===== src/rtl/systolic_tile_sequencer.sv =====
// Control FSM for one systolic tile pass: weight preload, activation stream,
// pipeline flush, PISO capture and handshaked result shift-out.
module systolic_tile_sequencer #(
   parameter int DEPTH       = 4,
   parameter int K_LEN       = 8,
   parameter int COUNT_WIDTH = 4
) (
   input  logic                   clk_i,
   input  logic                   rst_i,
   input  logic                   start_i,
   input  logic                   abort_i,
   input  logic                   out_ready_i,
   output logic                   busy_o,
   output logic                   done_o,
   output logic                   psum_clr_o,
   output logic                   w_load_en_o,
   output logic [COUNT_WIDTH-1:0] w_row_o,
   output logic                   act_en_o,
   output logic                   act_zero_o,
   output logic [COUNT_WIDTH-1:0] act_row_o,
   output logic                   piso_load_o,
   output logic                   out_valid_o,
   output logic [COUNT_WIDTH-1:0] out_row_o,
   output logic [2:0]             phase_o
);

   // state   | meaning
   // IDLE    | waiting for start
   // LOAD_W  | preload DEPTH weight rows
   // STREAM  | feed K_LEN activation rows
   // FLUSH   | feed zeros until the array drains (2*DEPTH-2 cycles)
   // CAPTURE | parallel-load the output PISO
   // SHIFT   | hand DEPTH result rows downstream under out_ready
   // DONE    | one-cycle completion pulse
   typedef enum logic [2:0] {
      S_IDLE    = 3'd0,
      S_LOAD_W  = 3'd1,
      S_STREAM  = 3'd2,
      S_FLUSH   = 3'd3,
      S_CAPTURE = 3'd4,
      S_SHIFT   = 3'd5,
      S_DONE    = 3'd6
   } state_t;

   localparam logic [COUNT_WIDTH-1:0] ROW_LAST    = COUNT_WIDTH'(DEPTH - 1);
   localparam logic [COUNT_WIDTH-1:0] STREAM_LAST = COUNT_WIDTH'(K_LEN - 1);
   localparam logic [COUNT_WIDTH-1:0] FLUSH_LAST  = COUNT_WIDTH'(2 * DEPTH - 3);

   state_t                 state_q, state_d;
   logic [COUNT_WIDTH-1:0] cnt_q, cnt_d;

   always_ff @(posedge clk_i) begin
      if (rst_i) begin
         state_q <= S_IDLE;
         cnt_q   <= '0;
      end else begin
         state_q <= state_d;
         cnt_q   <= cnt_d;
      end
   end

   always_comb begin
      state_d = state_q;
      cnt_d   = cnt_q + 1'b1;
      case (state_q)
         S_IDLE: begin
            cnt_d = '0;
            if (start_i) state_d = S_LOAD_W;
         end
         S_LOAD_W: if (cnt_q == ROW_LAST) begin
            state_d = S_STREAM;
            cnt_d   = '0;
         end
         S_STREAM: if (cnt_q == STREAM_LAST) begin
            state_d = S_FLUSH;
            cnt_d   = '0;
         end
         S_FLUSH: if (cnt_q == FLUSH_LAST) begin
            state_d = S_CAPTURE;
            cnt_d   = '0;
         end
         S_CAPTURE: begin
            state_d = S_SHIFT;
            cnt_d   = '0;
         end
         S_SHIFT: begin
            // A stalled row keeps its index until the consumer takes it.
            if (!out_ready_i) begin
               cnt_d = cnt_q;
            end else if (cnt_q == ROW_LAST) begin
               state_d = S_DONE;
               cnt_d   = '0;
            end
         end
         S_DONE: begin
            state_d = S_IDLE;
            cnt_d   = '0;
         end
         default: begin
            state_d = S_IDLE;
            cnt_d   = '0;
         end
      endcase
      if (abort_i) begin
         state_d = S_IDLE;
         cnt_d   = '0;
      end
   end

   always_comb begin
      busy_o      = (state_q != S_IDLE) && (state_q != S_DONE);
      done_o      = (state_q == S_DONE);
      psum_clr_o  = (state_q == S_LOAD_W) && (cnt_q == '0);
      w_load_en_o = (state_q == S_LOAD_W);
      w_row_o     = (state_q == S_LOAD_W) ? cnt_q : '0;
      act_en_o    = (state_q == S_STREAM) || (state_q == S_FLUSH);
      act_zero_o  = (state_q == S_FLUSH);
      act_row_o   = (state_q == S_STREAM) ? cnt_q : '0;
      piso_load_o = (state_q == S_CAPTURE);
      out_valid_o = (state_q == S_SHIFT);
      out_row_o   = (state_q == S_SHIFT) ? cnt_q : '0;
      phase_o     = state_q;
   end

endmodule


===== config.mk =====
export PLATFORM = sky130hd
export DESIGN_NAME = systolic_tile_sequencer
export DESIGN_NICKNAME = d
export VERILOG_FILES = /design/src/rtl/systolic_tile_sequencer.sv
export SDC_FILE = /design/constraint.sdc
export NUM_CORES = 1
export LEC_CHECK = 0
export BUFFER_PORTS_ARGS = -buffer_cell sky130_fd_sc_hd__buf_4
export CAP_MARGIN = 20
export CORE_MARGIN = 3
export CORE_UTILIZATION = 44
export CTS_CLUSTER_DIAMETER = 60
export DETAILED_ROUTE_END_ITERATION = 12
export PLACE_DENSITY = 0.83
export SLEW_MARGIN = 40
export SYNTH_ARGS = -nofsm -noshare
export SYNTH_HDL_FRONTEND = slang
export SYNTH_SLANG_ARGS = --single-unit
export TNS_END_PERCENT = 5

===== constraint.sdc =====
create_clock -name clk_i -period 2 [get_ports clk_i]
set_input_delay 0.2 -clock clk_i [delete_from_list [all_inputs] [get_ports clk_i]]
set_output_delay 0.2 -clock clk_i [all_outputs]
set_load 0.05 [all_outputs]

* Yosys cells after proc, flatten, opt, wreduce, memory -nomap -nowiden
Index checks and enable logic that the tools add are counted.
Word-level totals: input bits 5, bits in read-only memories 0, output and inout bits 23, bits in registers 7, memories kept 0, word-level logic and storage cells 42, bits in latches 0, memory bits (writable) 0
Operators by class: eq/ne operators 16, reduce and logical (&&, ||, !) cells 8, bitwise gates (word level) 0, multipliers 0, magnitude comparators 0, $add $sub $neg 1, divide/modulo/power cells 0, shift operators 0, multiplexer cells 15
Operator list (number):
- 2-to-1 mux 4 bit | 7
- 2-to-1 mux 3 bit | 6
- case mux 3 bit (6 select lines) | 1
- case mux 4 bit (4 select lines) | 1
- equality test 3 bit (second input constant) | 3
- equality test 4 x 3 -> 1 bit (second input constant) | 2
- equality test 3 x 2 -> 1 bit (second input constant) | 2
- != test 2 x 1 -> 1 bit (second input constant) | 3
- != test 2 bit (second input constant) | 3
- AND reduction 6 bit | 1
- adder 4 x 1 -> 4 bit (second input constant) | 1
- equality test 4 x 2 -> 1 bit (second input constant) | 1
- logical NOT 4 bit | 1
- equality test 3 x 1 -> 1 bit (second input constant) | 1
- logical NOT 3 bit | 1
- != test 3 bit (second input constant) | 1
- nonzero test 3 bit | 1
- logical AND 1 bit | 2
- OR reduction 2 bit | 1
- logical OR 1 bit | 1

* Logic depth before layout (Yosys ltp)
Gate-level depths: netlist (run 1).
word-level depth 4, mapped depth 6

* Least setup slack after synthesis (run 1)
No wires, ideal clock.
path type register to output, from register state_q[0] (netlist: phase_o[0]), to output psum_clr_o, path buffers 1, data required time 1.800 ns, setup slack -0.543 ns, arrival 2.343 ns, stages on the path, launching flop included 5, cell sequence dfxtp_1 buf_2 nand2b_2 nor2_1 and3_1
On the way: word-level cells in the longest chain between the ends 2
RTL lines:
- start: declaration | RTL line 49 | state_t state_q, state_d;
- start signal: assignment | RTL line 57 | state_q <= state_d;
- equality test 3 x 1 -> 1 bit
- via w_load_en_o | RTL line 16 | output logic w_load_en_o,
- logical AND 1 bit | RTL line 113 | psum_clr_o = (state_q == S_LOAD_W) && (cnt_q == '0);
- end: declaration | RTL line 15 | output logic psum_clr_o,
The timed path passes the listed nets, and every way through them passes these cells.

* Final worst setup path (run 1)
from register state_q[0] (netlist: phase_o[0]), to output psum_clr_o
On the way: word-level cells in the longest chain between the ends 2
RTL lines (RTL line):
- equality test 3 x 1 -> 1 bit | 113
- logical AND 1 bit | 113
No other way between the ends.

==> results.md, run 1 <==
- The total area of sequential cells is about 140 sq um.
- For flop-to-flop paths, the worst setup slack is 0.39 ns.
- From bottom edge to top edge, the die measures 46.2 um.
- For the worst setup path, the data required time is 1.80 ns.
- The critical-path cell with the highest stage delay is sky130_fd_sc_hd__dfxtp_1.
- The gate count of the mapped netlist is between 80 and 90.
- For this design the top-level I/O count stands at 28.
- After clock tree synthesis, the setup repair step added 0 buffers.
- The deepest level of the CTS H-tree is 1.
- The final non-filler cell total is 128.
- The commonest cells after synthesis are 8 x sky130_fd_sc_hd__and2_1, 8 x sky130_fd_sc_hd__nor2_1, 7 x sky130_fd_sc_hd__dfxtp_1.
- STA puts the critical path data arrival time at 1.62 ns.
- The count of synthesis-stage warnings from yosys is 0.
- The clock transition at the registers of the reported paths is 0.05 ns.
- The cell area after technology mapping is roughly 710 sq um.
- The post-synthesis average cell area is approximately 8.0 sq um.
- The internal power consumption is 252 uW.
- The first global-routing pass estimated ~2900 um of wire.
- The vias per cell is 5.42.
- The detailed router finished its first iteration with 10 violations.
- The floorplan has 13 rows.
- The pin slew with the least headroom to its limit is ~0.5 ns.
- The diode insertion count for antenna repair is 0.
- Buffers placed on the I/O ports in this run total 27.
- The largest total area in the synthesized netlist belongs to sky130_fd_sc_hd__dfxtp_1.
- The later pin in the worst-skew pair is clocked with a latency of 0.26 ns.
- The flow ran to the end, and the final reports show no timing, DRC or antenna violations.
- The number of library cell types mapped by synthesis is 38.
- Counting flops with an async set or reset pin after synthesis yields a share of 0%.
- The worst-case IR drop observed on VDD is 0.343 mV.
- Routability-driven placement finished with a final weighted congestion of 0.830.
- The proportion of power drawn by flip-flops and latches is about two fifths.
- The critical path goes through nand2b_2 > nor2_2 > and3_1 > buf_4.
- The core box area is ~1400 sq um.
- The final-report setup violation count is 0.
- The area fraction of the dominant cell type after synthesis is around a fifth.
- The net switching power is around 120 uW.
- The width of the die is 46.2 um.
- The count of flip-flops with a built-in enable after synthesis is 0.
- The analysis attributes to cell leakage a power of 0.000495 uW.
- Cells with a size suffix above 1 make up 38.1% of the layout.
- The startpoint of the most critical setup path is phase_o[0].
- The element type at the critical path end is an output port.
- The die area is 2130 sq um.
- Counting I/O delays and the setup requirement, the final critical path takes 1.82 ns.
- Summing the sequential cell areas from Yosys gives 19.7% of the chip area.
- The highest clock rate is between 500 and 600 MHz.
- The combinational share of power is 24.4%.
- The number of pins exceeding their max-slew limit in the final report is 0.
- The critical-path maximum fanout is 13.
- The TritonCTS sink count is 7.
- The category of the worst setup path launch point is a register.
- The relative slew slack is around two thirds.
- The maximum number of pins on one net before global-route repair is 16.
- The area of the multi-input gates is ~520 sq um.
- In this run, placement finished with an instance count of 124.
- The total global routing overflow is 0.
- The DRC violation count after routing is 0.
- After filler insertion, the fill cell instance count of the layout stands at roughly 130.
- The most used flip-flop cell after synthesis is sky130_fd_sc_hd__dfxtp_1.
- The first detailed-routing pass took 4 iterations.
- For this run, the slowest stage of the critical path takes 0.62 ns.
- The worst setup timing slack at the placement stage is 0.304 ns.
- The initial cell density of the core is approximately half.
- TritonCTS built the clock tree.
- The count of final hold-check violations is 0.
- Dividing the final minimum period by the clock period gives 90.9%.
- In this run the most critical hold path is launched from out_ready_i.
- Between clock sinks in the finished design, the worst skew comes to 0.00258 ns.
- The critical path is of the register to output port type.
- Setup repair after global routing left no endpoint under its margin.
- The routed via count is 694.
- The buffer and inverter count on the worst path is 1.
- In this run the power density over the cells is around 400 nW/um^2.
- CTS placed an instance of sky130_fd_sc_hd__clkbuf_4 at the clock tree root.
- Once routing completed, OpenROAD measured the worst setup slack at between 0.15 and 0.2 ns.
- The number of nets still failing antenna checks after routing is 0.
- The number of global-route vias before repair was 623.
- The post-synthesis register bit count is 7.
- Global routing consumed, over all layers together, 19.0% of the routing resources.
- By area the synthesized netlist is led by sky130_fd_sc_hd__dfxtp_1 20%, sky130_fd_sc_hd__and2_1 7.0%, sky130_fd_sc_hd__nand3b_4 5.6%.
- The count of max-cap constraint violations is 0.
- The net count reported at finish is 122.
- The switching share of power is 32.4%.
- In this design, the largest share of critical-path delay is due to flip-flops.
- The routed wire length is 1740 um.
- The detailed placer's ending HPWL is 1370 um.
- The longest clock path from root to sink contains 2 buffers.
- The path class of the tightest hold or removal check is input port to register.
- The wire length per cell is 13.6 um.
- The startpoint of the lowest-slack register-to-register path is phase_o[0].
- The area overhead of the layout relative to synthesis is 31.0%.
- The number of CTS-inserted buffers is 3.
- The total nets after synthesis is slightly below 100.
- The initial antenna violation count is 0.
- The fraction of power consumed by the clock network is 35.4%.
==> layout by cell type (no fill, tap or decap), drive strengths merged <==
| cell | count |
|---|---|
| nor2b | 2 |
| nand3 | 2 |
| buf | 28 |
| and2 | 9 |
| and3b | 1 |
| mux2 | 1 |
| clkbuf | 4 |
| dfxtp | 7 |
| and3 | 6 |
| nand2b | 2 |
| a31oi | 1 |
| a211oi | 2 |
| ha | 3 |
| nor2 | 8 |
| and2b | 1 |
| o21ai | 2 |
| a21oi | 5 |
| nand3b | 2 |
| a22oi | 1 |
| o211ai | 2 |
| or2 | 1 |
| a41oi | 1 |
| a22o | 1 |
| a221oi | 1 |
| nor3b | 3 |
| nand2 | 4 |
| nor3 | 5 |
| inv | 5 |
| or3 | 1 |
| o221ai | 2 |
==> worst paths after layout <==
path,end,cells past startpoint
worst max register to register,phase_o[0],4
worst min register to register,cnt_q[1],2
worst min-delay path,cnt_q[2],4
worst max-delay path,psum_clr_o,4
==> through the flow <==
step / total power, uW / util, % / hold slack [ns] / TNS [ns] / cell area, sq um
after floorplan: 218 / - / 0.445 / -1.53 / 716
after global placement: 241 / 64.2 / 0.507 / 0 / 898
after detailed placement: 242 / 64.2 / 0.523 / 0 / 898
after CTS: 373 / 66.1 / 0.321 / 0 / 925
after global routing: 391 / 66.5 / 0.340 / 0 / 931
final: 373 / 66.5 / 0.330 / 0 / 931
==> worst reg2reg max path, stage by stage, from the launching register on <==
cell and delay [ns]:
sky130_fd_sc_hd__dfxtp_1 0.62, sky130_fd_sc_hd__and3b_1 0.35, sky130_fd_sc_hd__a22oi_4 0.12, sky130_fd_sc_hd__o221ai_2 0.10, sky130_fd_sc_hd__mux2_4 0.32
==> layer usage <==
metal / global-route usage, % / share of wire, %
met1: 24.7 / 46
met3: 5.08 / 4.8
met4: 7.39 / 1.4
met5: 0 / 0
met2: 29.7 / 48
==> sequential cells by signal, summed over array words and instances, names as in the netlist <==
register  count
phase_o       3
cnt_q         4
==> kinds of logic after synthesis <==
| family | synth area share, % |
|---|---|
| AO/OA/AOI/OAI | 20.9 |
| adder cells (fa/ha/maj) | 5.28 |
| buffers and inverters | 9.15 |
| flip-flops | 19.7 |
| multiplexers | 2.11 |
| AND/OR/NAND/NOR | 42.8 |
==> final cells by class <==
type | count | share of cell area [%]
Clock buffer | 4 | 2.82
Inverter | 5 | 2.02
Multi-Input combinational cell | 69 | 55.5
Sequential cell | 7 | 15.1
Tap cell | 15 | 2.02
Timing Repair Buffer | 28 | 22.6
==> power by group through the flow <==
stage / sequential (uW) / clock, uW / combinational [uW]
after floorplan: 154 / 0 / 64.1
after global placement: 152 / 0 / 89.5
after detailed placement: 152 / 0 / 90.3
after CTS: 149 / 134 / 90.6
after global routing: 151 / 142 / 97.5
final: 150 / 132 / 91.0
==> timing repair <==
item	in CTS	in global routing
setup endpoints to repair	0	4
hold buffers	0	0
gates resized for setup	0	1
Note: power is estimated with default switching activity, not from simulation.
==> run 2: changes to the inputs <==
--- a/config.mk
+++ b/config.mk
@@ -7,7 +7,7 @@
 export LEC_CHECK = 0
 export BUFFER_PORTS_ARGS = -buffer_cell sky130_fd_sc_hd__buf_4
 export CAP_MARGIN = 20
-export CORE_MARGIN = 3
+export CORE_MARGIN = 1
 export CORE_UTILIZATION = 44
 export CTS_CLUSTER_DIAMETER = 60
 export DETAILED_ROUTE_END_ITERATION = 12
==> results.md, run 2 (synthesis gave the netlist of run 1 again) <==
- The internal power consumption is 249 uW (was 252 uW).
- The number of cell rows is 14 (was 13).
- The buffer and inverter count on the worst path is 2 (was 1).
- The element type at the critical path end is an output port (unchanged).
- The total global routing track utilization is 21.0% (was 19.0%).
- The minimum clock period after layout came to 1.91 ns (was 1.82 ns).
- The number of pins exceeding their max-slew limit in the final report was 0 (unchanged).
- The most common cell after layout, fill and taps aside is sky130_fd_sc_hd__buf_4 (unchanged).
- The total negative slack is 0 ns (unchanged).
- The proportion of power drawn by flip-flops and latches is 40.5% (was 40.2%).
- The largest stage delay on the critical path is 0.60 ns (was 0.62 ns).
- The critical-path maximum fanout is 12 (was 13).
- The flip-flop count of the largest register, all copies and words added was 4 (unchanged).
- The final-report setup violation count was 0 (unchanged).
- The number of port buffers was 27 (unchanged).
- The vias per cell is 5.60 (was 5.42).
- The wire length of the first global-routing pass is 2900 um (unchanged).
- The final standard cell utilization of the core was 62.0% (was 66.5%).
- The die area is 1780 sq um (was 2130 sq um).
- The total global routing overflow is 0 (unchanged).
- In this design, the critical path's most frequently occurring cell is sky130_fd_sc_hd__buf_4.
- The number of iterations in the first detailed-routing pass is 4 (unchanged).
- Status: completed (unchanged).
- The combinational share of power was 24.4% (about the same).
- The vertical die dimension is 42.2 um (was 46.2 um).
- The routed wire length is 1740 um (about the same).
- The type of the worst min-delay path is input port to register (unchanged).
- The deepest level of the CTS H-tree is 1 (unchanged).
- The DRC violation count after routing is 0 (unchanged).
- Setup repair after global routing missed its margin: no (unchanged).
- The number of global-route vias before repair is 649 (was 623).
- The largest register by flop count is cnt_q (unchanged).
- The clock tree root buffer cell is sky130_fd_sc_hd__clkbuf_4 (unchanged).
- The fraction of power consumed by the clock network is 35.2% (was 35.4%).
- The clock transition at the registers of the reported paths came to 0.06 ns (was 0.05 ns).
- The static leakage is 0.000498 uW (was 0.000495 uW).
- The count of routing violations after the opening detailed-route iteration came to 22 (was 10).
- The post-placement cell area is 900 sq um (was 898 sq um).
- The detailed placer's ending HPWL is 1280 um (was 1370 um).
- The minimum setup slack in the final design is 0.0860 ns (was 0.182 ns).
- The net count reported at finish is 122 (unchanged).
- The total power per unit cell area came to 398 nW/um^2 (was 401 nW/um^2).
- The routed via count is 723 (was 694).
- The wire length per cell is 13.5 um (was 13.6 um).
- The worst setup timing slack at the placement stage is 0.347 ns (was 0.304 ns).
- The required time of the critical path is 1.80 ns (about the same).
- The switching share of power is 33.0% (was 32.4%).
- The initial cell density of the core is 47.2% (was 50.8%).
- The category of the worst setup path launch point is a register (unchanged).
- The final cycle utilization of the critical path is 95.7% (was 90.9%).
- The maximum VDD drop is 0.264 mV (was 0.343 mV).
- The number of CTS-inserted buffers was 3 (unchanged).
- The summed area of non-filler cells in the final layout came to 933 sq um (was 931 sq um).
- The signal arrival time at the worst endpoint is 1.71 ns (was 1.62 ns).
- The proportion of layout cells with a drive suffix above 1 came to 38.9% (was 38.1%).
- The net switching power came to 122 uW (was 121 uW).
- The count of max-cap constraint violations is 0 (unchanged).
- The placer congestion estimate is 0.825 (was 0.830).
- The relative slew slack is 66.4% (was 67.2%).
- The critical-path cell with the highest stage delay was sky130_fd_sc_hd__dfxtp_1 (unchanged).
- The width of the die was 42.2 um (was 46.2 um).
- Commonest non-fill, non-tap cells in the layout: 28 x sky130_fd_sc_hd__buf_4, 8 x sky130_fd_sc_hd__and2_1, 7 x sky130_fd_sc_hd__nor2_1, 7 x sky130_fd_sc_hd__dfxtp_1, 6 x sky130_fd_sc_hd__and3_1 (unchanged).
- The worst clock skew came to 0.00597 ns (was 0.00258 ns).
- The count of final hold-check violations is 0 (unchanged).
- The number of nets still failing antenna checks after routing is 0 (unchanged).
- CP Cell Sequence: buf_4 > nor2b_2 > or3_1 > buf_4 (was nand2b_2 > nor2_2 > and3_1 > buf_4).
- The family of cells with the greatest summed delay on the critical path is flip-flops (unchanged).
- The core box area was 1510 sq um (was 1400 sq um).
- The highest clock rate is 522 MHz (was 550 MHz).
- The area overhead of the layout relative to synthesis is 31.3% (was 31.0%).
- The diode insertion count for antenna repair is 0 (unchanged).
- The maximum clock insertion buffer count came to 2 (unchanged).
- The maximum number of pins on one net before global-route repair is 14 (was 16).
- The TritonCTS sink count is 7 (unchanged).
- The number of top-level design ports is 28 (unchanged).
- The pin slew with the least headroom to its limit was 0.503 ns (was 0.491 ns).
- The source-to-sink clock delay at the later pin of the worst-skew pair is 0.26 ns (about the same).
- The initial antenna violation count came to 0 (unchanged).
- The post-layout total power is 371 uW (was 373 uW).
- The critical path start-end classification is register to output port (unchanged).
- The clock tree from TritonCTS was done (unchanged).
run 2: cell types whose count changed in the layout (fill, tap and decap cells not counted), sizes merged:
cell / previous run / this run
clkinv: 0 / 1
clkbuf: 4 / 3
run 2: through the flow:
step	hold slack [ns]	instances
6_report	0.327	129
5_1_grt	0.343	129
4_1_cts	0.314	129
3_5_place_dp	0.540	125
3_3_place_gp	0.513	125
2_1_floorplan	0.445	89
run 2: final cells by class:
cell class                 instances  area (sq um)
fill                             128           573
timing repair buffer              28           210
multi-input combinational         69           517
tap                               16          20.0
inverter                           5          18.8
clock buffer                       3          22.5
clock inverter                     1          5.00
sequential                         7           140
run 2: repair_timing:
action                     in CTS  in global routing
setup endpoints to repair       0                  4
setup buffers                   0                  0
hold buffers                    0                  0
resized for setup               0                  1
run 2: final timing paths:
kind	end	startpoint	cells after the start	slack (ns)
setup / recovery	busy_o	phase_o[2]	4	0.09
hold / removal	cnt_q[2]	out_ready_i	4	0.33
setup reg to reg	phase_o[0]	cnt_q[0]	4	0.33
hold reg to reg	cnt_q[0]	cnt_q[0]	2	0.55
run 2: tightest hold or removal path: cells and delay by family:
family / cells / cell delay [ns]
simple gates: 1 / 0.11
buf+inv: 2 / 0.15
compound gates: 1 / 0.08
run 2: metal layers:
metal / GRT usage [%] / wire length (um)
met5: 0 / 0
met4: 10.6 / 22
met3: 3.88 / 70
met2: 31.1 / 863
met1: 28.8 / 786
run 2: power by group through the flow:
stage	combinational (uW)	sequential [uW]	clock [uW]
3_3_place_gp	88.8	152	0
4_1_cts	90.2	149	135
3_5_place_dp	89.7	152	0
6_report	90.4	150	131
2_1_floorplan	64.1	154	0
5_1_grt	96.2	151	143
==> run 3: changes to the inputs <==
--- a/config.mk
+++ b/config.mk
@@ -5,13 +5,14 @@
 export SDC_FILE = /design/constraint.sdc
 export NUM_CORES = 1
 export LEC_CHECK = 0
+export ABC_AREA = 1
 export BUFFER_PORTS_ARGS = -buffer_cell sky130_fd_sc_hd__buf_4
 export CAP_MARGIN = 20
 export CORE_MARGIN = 1
 export CORE_UTILIZATION = 44
 export CTS_CLUSTER_DIAMETER = 60
 export DETAILED_ROUTE_END_ITERATION = 12
-export PLACE_DENSITY = 0.83
+export PLACE_DENSITY = 0.85
 export SLEW_MARGIN = 40
 export SYNTH_ARGS = -nofsm -noshare
 export SYNTH_HDL_FRONTEND = slang
==> results.md, run 3 <==
- The share of flip-flops with an asynchronous set or reset after synthesis is 0% (unchanged).
- The number of pins exceeding their max-slew limit in the final report is 0 (unchanged).
- The count of routing violations after the opening detailed-route iteration is 14 (was 22).
- The proportion of layout cells with a drive suffix above 1 was 40.6% (was 38.9%).
- The critical-path maximum fanout was 8 (was 12).
- The post-layout total power is 548 uW (was 371 uW).
- The number of top-level design ports is 28 (unchanged).
- Commonest non-fill, non-tap cells in the layout: 27 x sky130_fd_sc_hd__buf_4, 23 x sky130_fd_sc_hd__nor2_1, 17 x sky130_fd_sc_hd__nand2_1, 13 x sky130_fd_sc_hd__inv_1, 10 x sky130_fd_sc_hd__nand3_1 (was 28 x sky130_fd_sc_hd__buf_4, 8 x sky130_fd_sc_hd__and2_1, 7 x sky130_fd_sc_hd__nor2_1, 7 x sky130_fd_sc_hd__dfxtp_1, 6 x sky130_fd_sc_hd__and3_1).
- The post-synthesis average cell area came to 5.99 sq um (was 7.99 sq um).
- The most common cell type on the critical path is sky130_fd_sc_hd__nor2_4 (was sky130_fd_sc_hd__buf_4).
- The number of CTS-inserted buffers came to 3 (unchanged).
- The diode insertion count for antenna repair was 0 (unchanged).
- The number of nets still failing antenna checks after routing is 0 (unchanged).
- The total nets after synthesis was 116 (was 97).
- The count of max-cap constraint violations is 0 (unchanged).
- The count of flip-flops with a built-in enable after synthesis came to 0 (unchanged).
- The maximum VDD drop is 0.558 mV (was 0.264 mV).
- The count of synthesis-stage warnings from yosys is 0 (unchanged).
- The worst clock skew is 0.00284 ns (was 0.00597 ns).
- The quantity of hold-fixing buffers added after cts is 0 (unchanged).
- The most common cell after layout, fill and taps aside is sky130_fd_sc_hd__buf_4 (unchanged).
- The clock tree from TritonCTS is done (unchanged).
- The width of the die was 40.3 um (was 42.2 um).
- The routed via count is 761 (was 723).
- The placer congestion estimate is 0.864 (was 0.825).
- The most used flip-flop cell after synthesis is sky130_fd_sc_hd__dfxtp_1 (unchanged).
- The core box area is 1330 sq um (was 1510 sq um).
- The element type at the critical path end is an output port (unchanged).
- The DRC violation count after routing is 0 (unchanged).
- The static leakage is 0.000443 uW (was 0.000498 uW).
- The critical-path cell with the highest stage delay is sky130_fd_sc_hd__dfxtp_1 (unchanged).
- The area fraction of the dominant cell type after synthesis is 21.7% (was 19.7%).
- The count of final hold-check violations was 0 (unchanged).
- The total negative slack was 0 ns (unchanged).
- The wire length of the first global-routing pass is 2390 um (was 2900 um).
- The relative slew slack is 73.1% (was 66.4%).
- The area of the multi-input gates is 483 sq um (was 517 sq um).
- The post-synthesis register bit count is 7 (unchanged).
- The clock tree root buffer cell is sky130_fd_sc_hd__clkbuf_4 (unchanged).
- The number of resized instances in the post-cts repair step is 0 (unchanged).
- The initial cell density of the core came to 48.5% (was 47.2%).
- CP Cell Sequence: inv_2 > nand2_2 > nor2_4 > inv_1 > nor2_4 > buf_4 (was buf_4 > nor2b_2 > or3_1 > buf_4).
- The minimum clock period after layout is 1.76 ns (was 1.91 ns).
- The category of the worst setup path launch point was a register (unchanged).
- The area overhead of the layout relative to synthesis was 44.9% (was 31.3%).
- The deepest level of the CTS H-tree is 1 (unchanged).
- The largest stage delay on the critical path is 0.50 ns (was 0.60 ns).
- The maximum number of pins on one net before global-route repair is 10 (was 14).
- The routed wire length is 1600 um (was 1740 um).
- The final-report setup violation count is 0 (unchanged).
- The maximum clock insertion buffer count was 2 (unchanged).
- The die area is 1630 sq um (was 1780 sq um).
- The required time of the critical path is 1.80 ns (about the same).
- The highest clock rate is 570 MHz (was 522 MHz).
- The pin slew with the least headroom to its limit is 0.403 ns (was 0.503 ns).
- The total area of sequential cells was 143 sq um (was 140 sq um).
- The net count reported at finish came to 147 (was 122).
- The initial antenna violation count is 0 (unchanged).
- The total global routing track utilization is 21.7% (was 21.0%).
- The number of library cell types mapped by synthesis is 17 (was 38).
- The flip-flop count of the largest register, all copies and words added is 4 (unchanged).
- The setup fix buffers added after clock tree synthesis came to 0 (unchanged).
- The total of fill cells in the finished design is 124 (was 128).
- The source-to-sink clock delay at the later pin of the worst-skew pair is 0.25 ns (was 0.26 ns).
- The detailed placer's ending HPWL came to 1320 um (was 1280 um).
- The number of cell rows is 13 (was 14).
- The vias per cell is 4.97 (was 5.60).
- The number of port buffers is 27 (unchanged).
- The wire length per cell is 10.5 um (was 13.5 um).
- Status: completed (unchanged).
- Setup repair after global routing missed its margin: no (unchanged).
- The number of iterations in the first detailed-routing pass is 4 (unchanged).
- The critical path start-end classification was register to output port (unchanged).
- Commonest cells post-synth: 30 x sky130_fd_sc_hd__nor2_1, 17 x sky130_fd_sc_hd__nand2_1, 13 x sky130_fd_sc_hd__inv_1 (was 8 x sky130_fd_sc_hd__and2_1, 8 x sky130_fd_sc_hd__nor2_1, 7 x sky130_fd_sc_hd__dfxtp_1).
- The largest area contributor in the synthesized netlist is sky130_fd_sc_hd__dfxtp_1 (unchanged).
- The number of global-route vias before repair is 581 (was 649).
- The clock transition at the registers of the reported paths is 0.06 ns (about the same).
- The gate count of the mapped netlist is 108 (was 89).
- The cell with the most instances after synthesis is sky130_fd_sc_hd__nor2_1.
- The signal arrival time at the worst endpoint is 1.56 ns (was 1.71 ns).
- The total power per unit cell area is 585 nW/um^2 (was 398 nW/um^2).
- Top post-synthesis cells by area: sky130_fd_sc_hd__dfxtp_1 22%, sky130_fd_sc_hd__nor2_1 17%, sky130_fd_sc_hd__nand2_1 9.9% (was sky130_fd_sc_hd__dfxtp_1 20%, sky130_fd_sc_hd__and2_1 7.0%, sky130_fd_sc_hd__nand3b_4 5.6%).
- The largest register by flop count is cnt_q (unchanged).
- The type of the worst min-delay path is input port to register (unchanged).
- The total global routing overflow came to 0 (unchanged).
- The final cycle utilization of the critical path is 87.8% (was 95.7%).
- The fraction of the yosys area taken by sequential cells is 21.7% (was 19.7%).
- The cell area after technology mapping came to 647 sq um (was 711 sq um).
- The TritonCTS sink count is 7 (unchanged).
- The vertical die dimension was 40.3 um (was 42.2 um).
==> run 3: changes by cell type in the layout (fill, tap and decap cells not counted), moves of 6 or more <==
cell                      before  now
sky130_fd_sc_hd__inv_1         5   13
sky130_fd_sc_hd__nor2_4        0    8
sky130_fd_sc_hd__and2_1        8    0
sky130_fd_sc_hd__and3_1        6    0
sky130_fd_sc_hd__nand3_1       2   10
sky130_fd_sc_hd__nor2_1        7   23
sky130_fd_sc_hd__nand2_1       4   17
==> run 3: final cells by class <==
class,instances,share of cell area [%]
repair buffers,27,21.6
well taps,15,2.00
multi-input cells,83,51.5
flip-flops and latches,7,15.2
inverters,17,6.81
clock buffers,4,2.80
==> run 3: power breakdown <==
group	total [uW]	leakage (uW)	internal (uW)	switching [uW]
Sequential	167	0.0000576	147	19.7
Clock	131	0.0000150	76.3	54.8
Combinational	250	0.000370	76.2	173
==> run 3: kinds of logic (layout without fill, tap and decap cells) <==
| logic type | Yosys count | count (layout) | synth area share, % |
|---|---|---|---|
| AOI/OAI and AO/OA | 9 | 9 | 6.96 |
| xor gates and xnor gates | 1 | 1 | 1.35 |
| adders and majority gates | 3 | 3 | 5.80 |
| buffers and inverters | 18 | 48 | 11.0 |
| DFF | 7 | 7 | 21.7 |
| and+or+nand+nor | 70 | 70 | 53.2 |
==> run 3: through the flow <==
stage          setup WS, ns  instance area (sq um)  utilization [%]  std cells  hold WS [ns]
2_1_floorplan       0.00286                    697                -        108         0.372
5_1_grt               0.175                    937             70.3        153         0.259
4_1_cts               0.232                    937             70.3        153         0.231
3_3_place_gp          0.572                    911             68.3        149         0.469
3_5_place_dp          0.513                    911             68.3        149         0.470
6_report              0.245                    937             70.3        153         0.239
==> run 3: path summary, 6_finish.rpt <==
kind | startpoint | endpoint | slack, ns | cells after the start
max | phase_o[1] | w_row_o[1] | 0.24 | 6
min | out_ready_i | cnt_q[2] | 0.24 | 4
min reg2reg | cnt_q[3] | cnt_q[3] | 0.48 | 2
max reg2reg | cnt_q[1] | phase_o[2] | 0.60 | 9
==> run 3: metal layers <==
layer	track usage, %	wire length (um)	vias up
met4	10.0	24	0
li1	-	-	397
met2	34.1	716	27
met5	0	0	-
met3	1.67	94	4
met1	29.7	767	333
==> run 3: worst max-delay path: cells and delay by family, from the launching register on <==
family                 cells  cell delay [ns]
and+or+nand+nor            3             0.19
DFF                        1             0.50
buffers and inverters      3             0.61
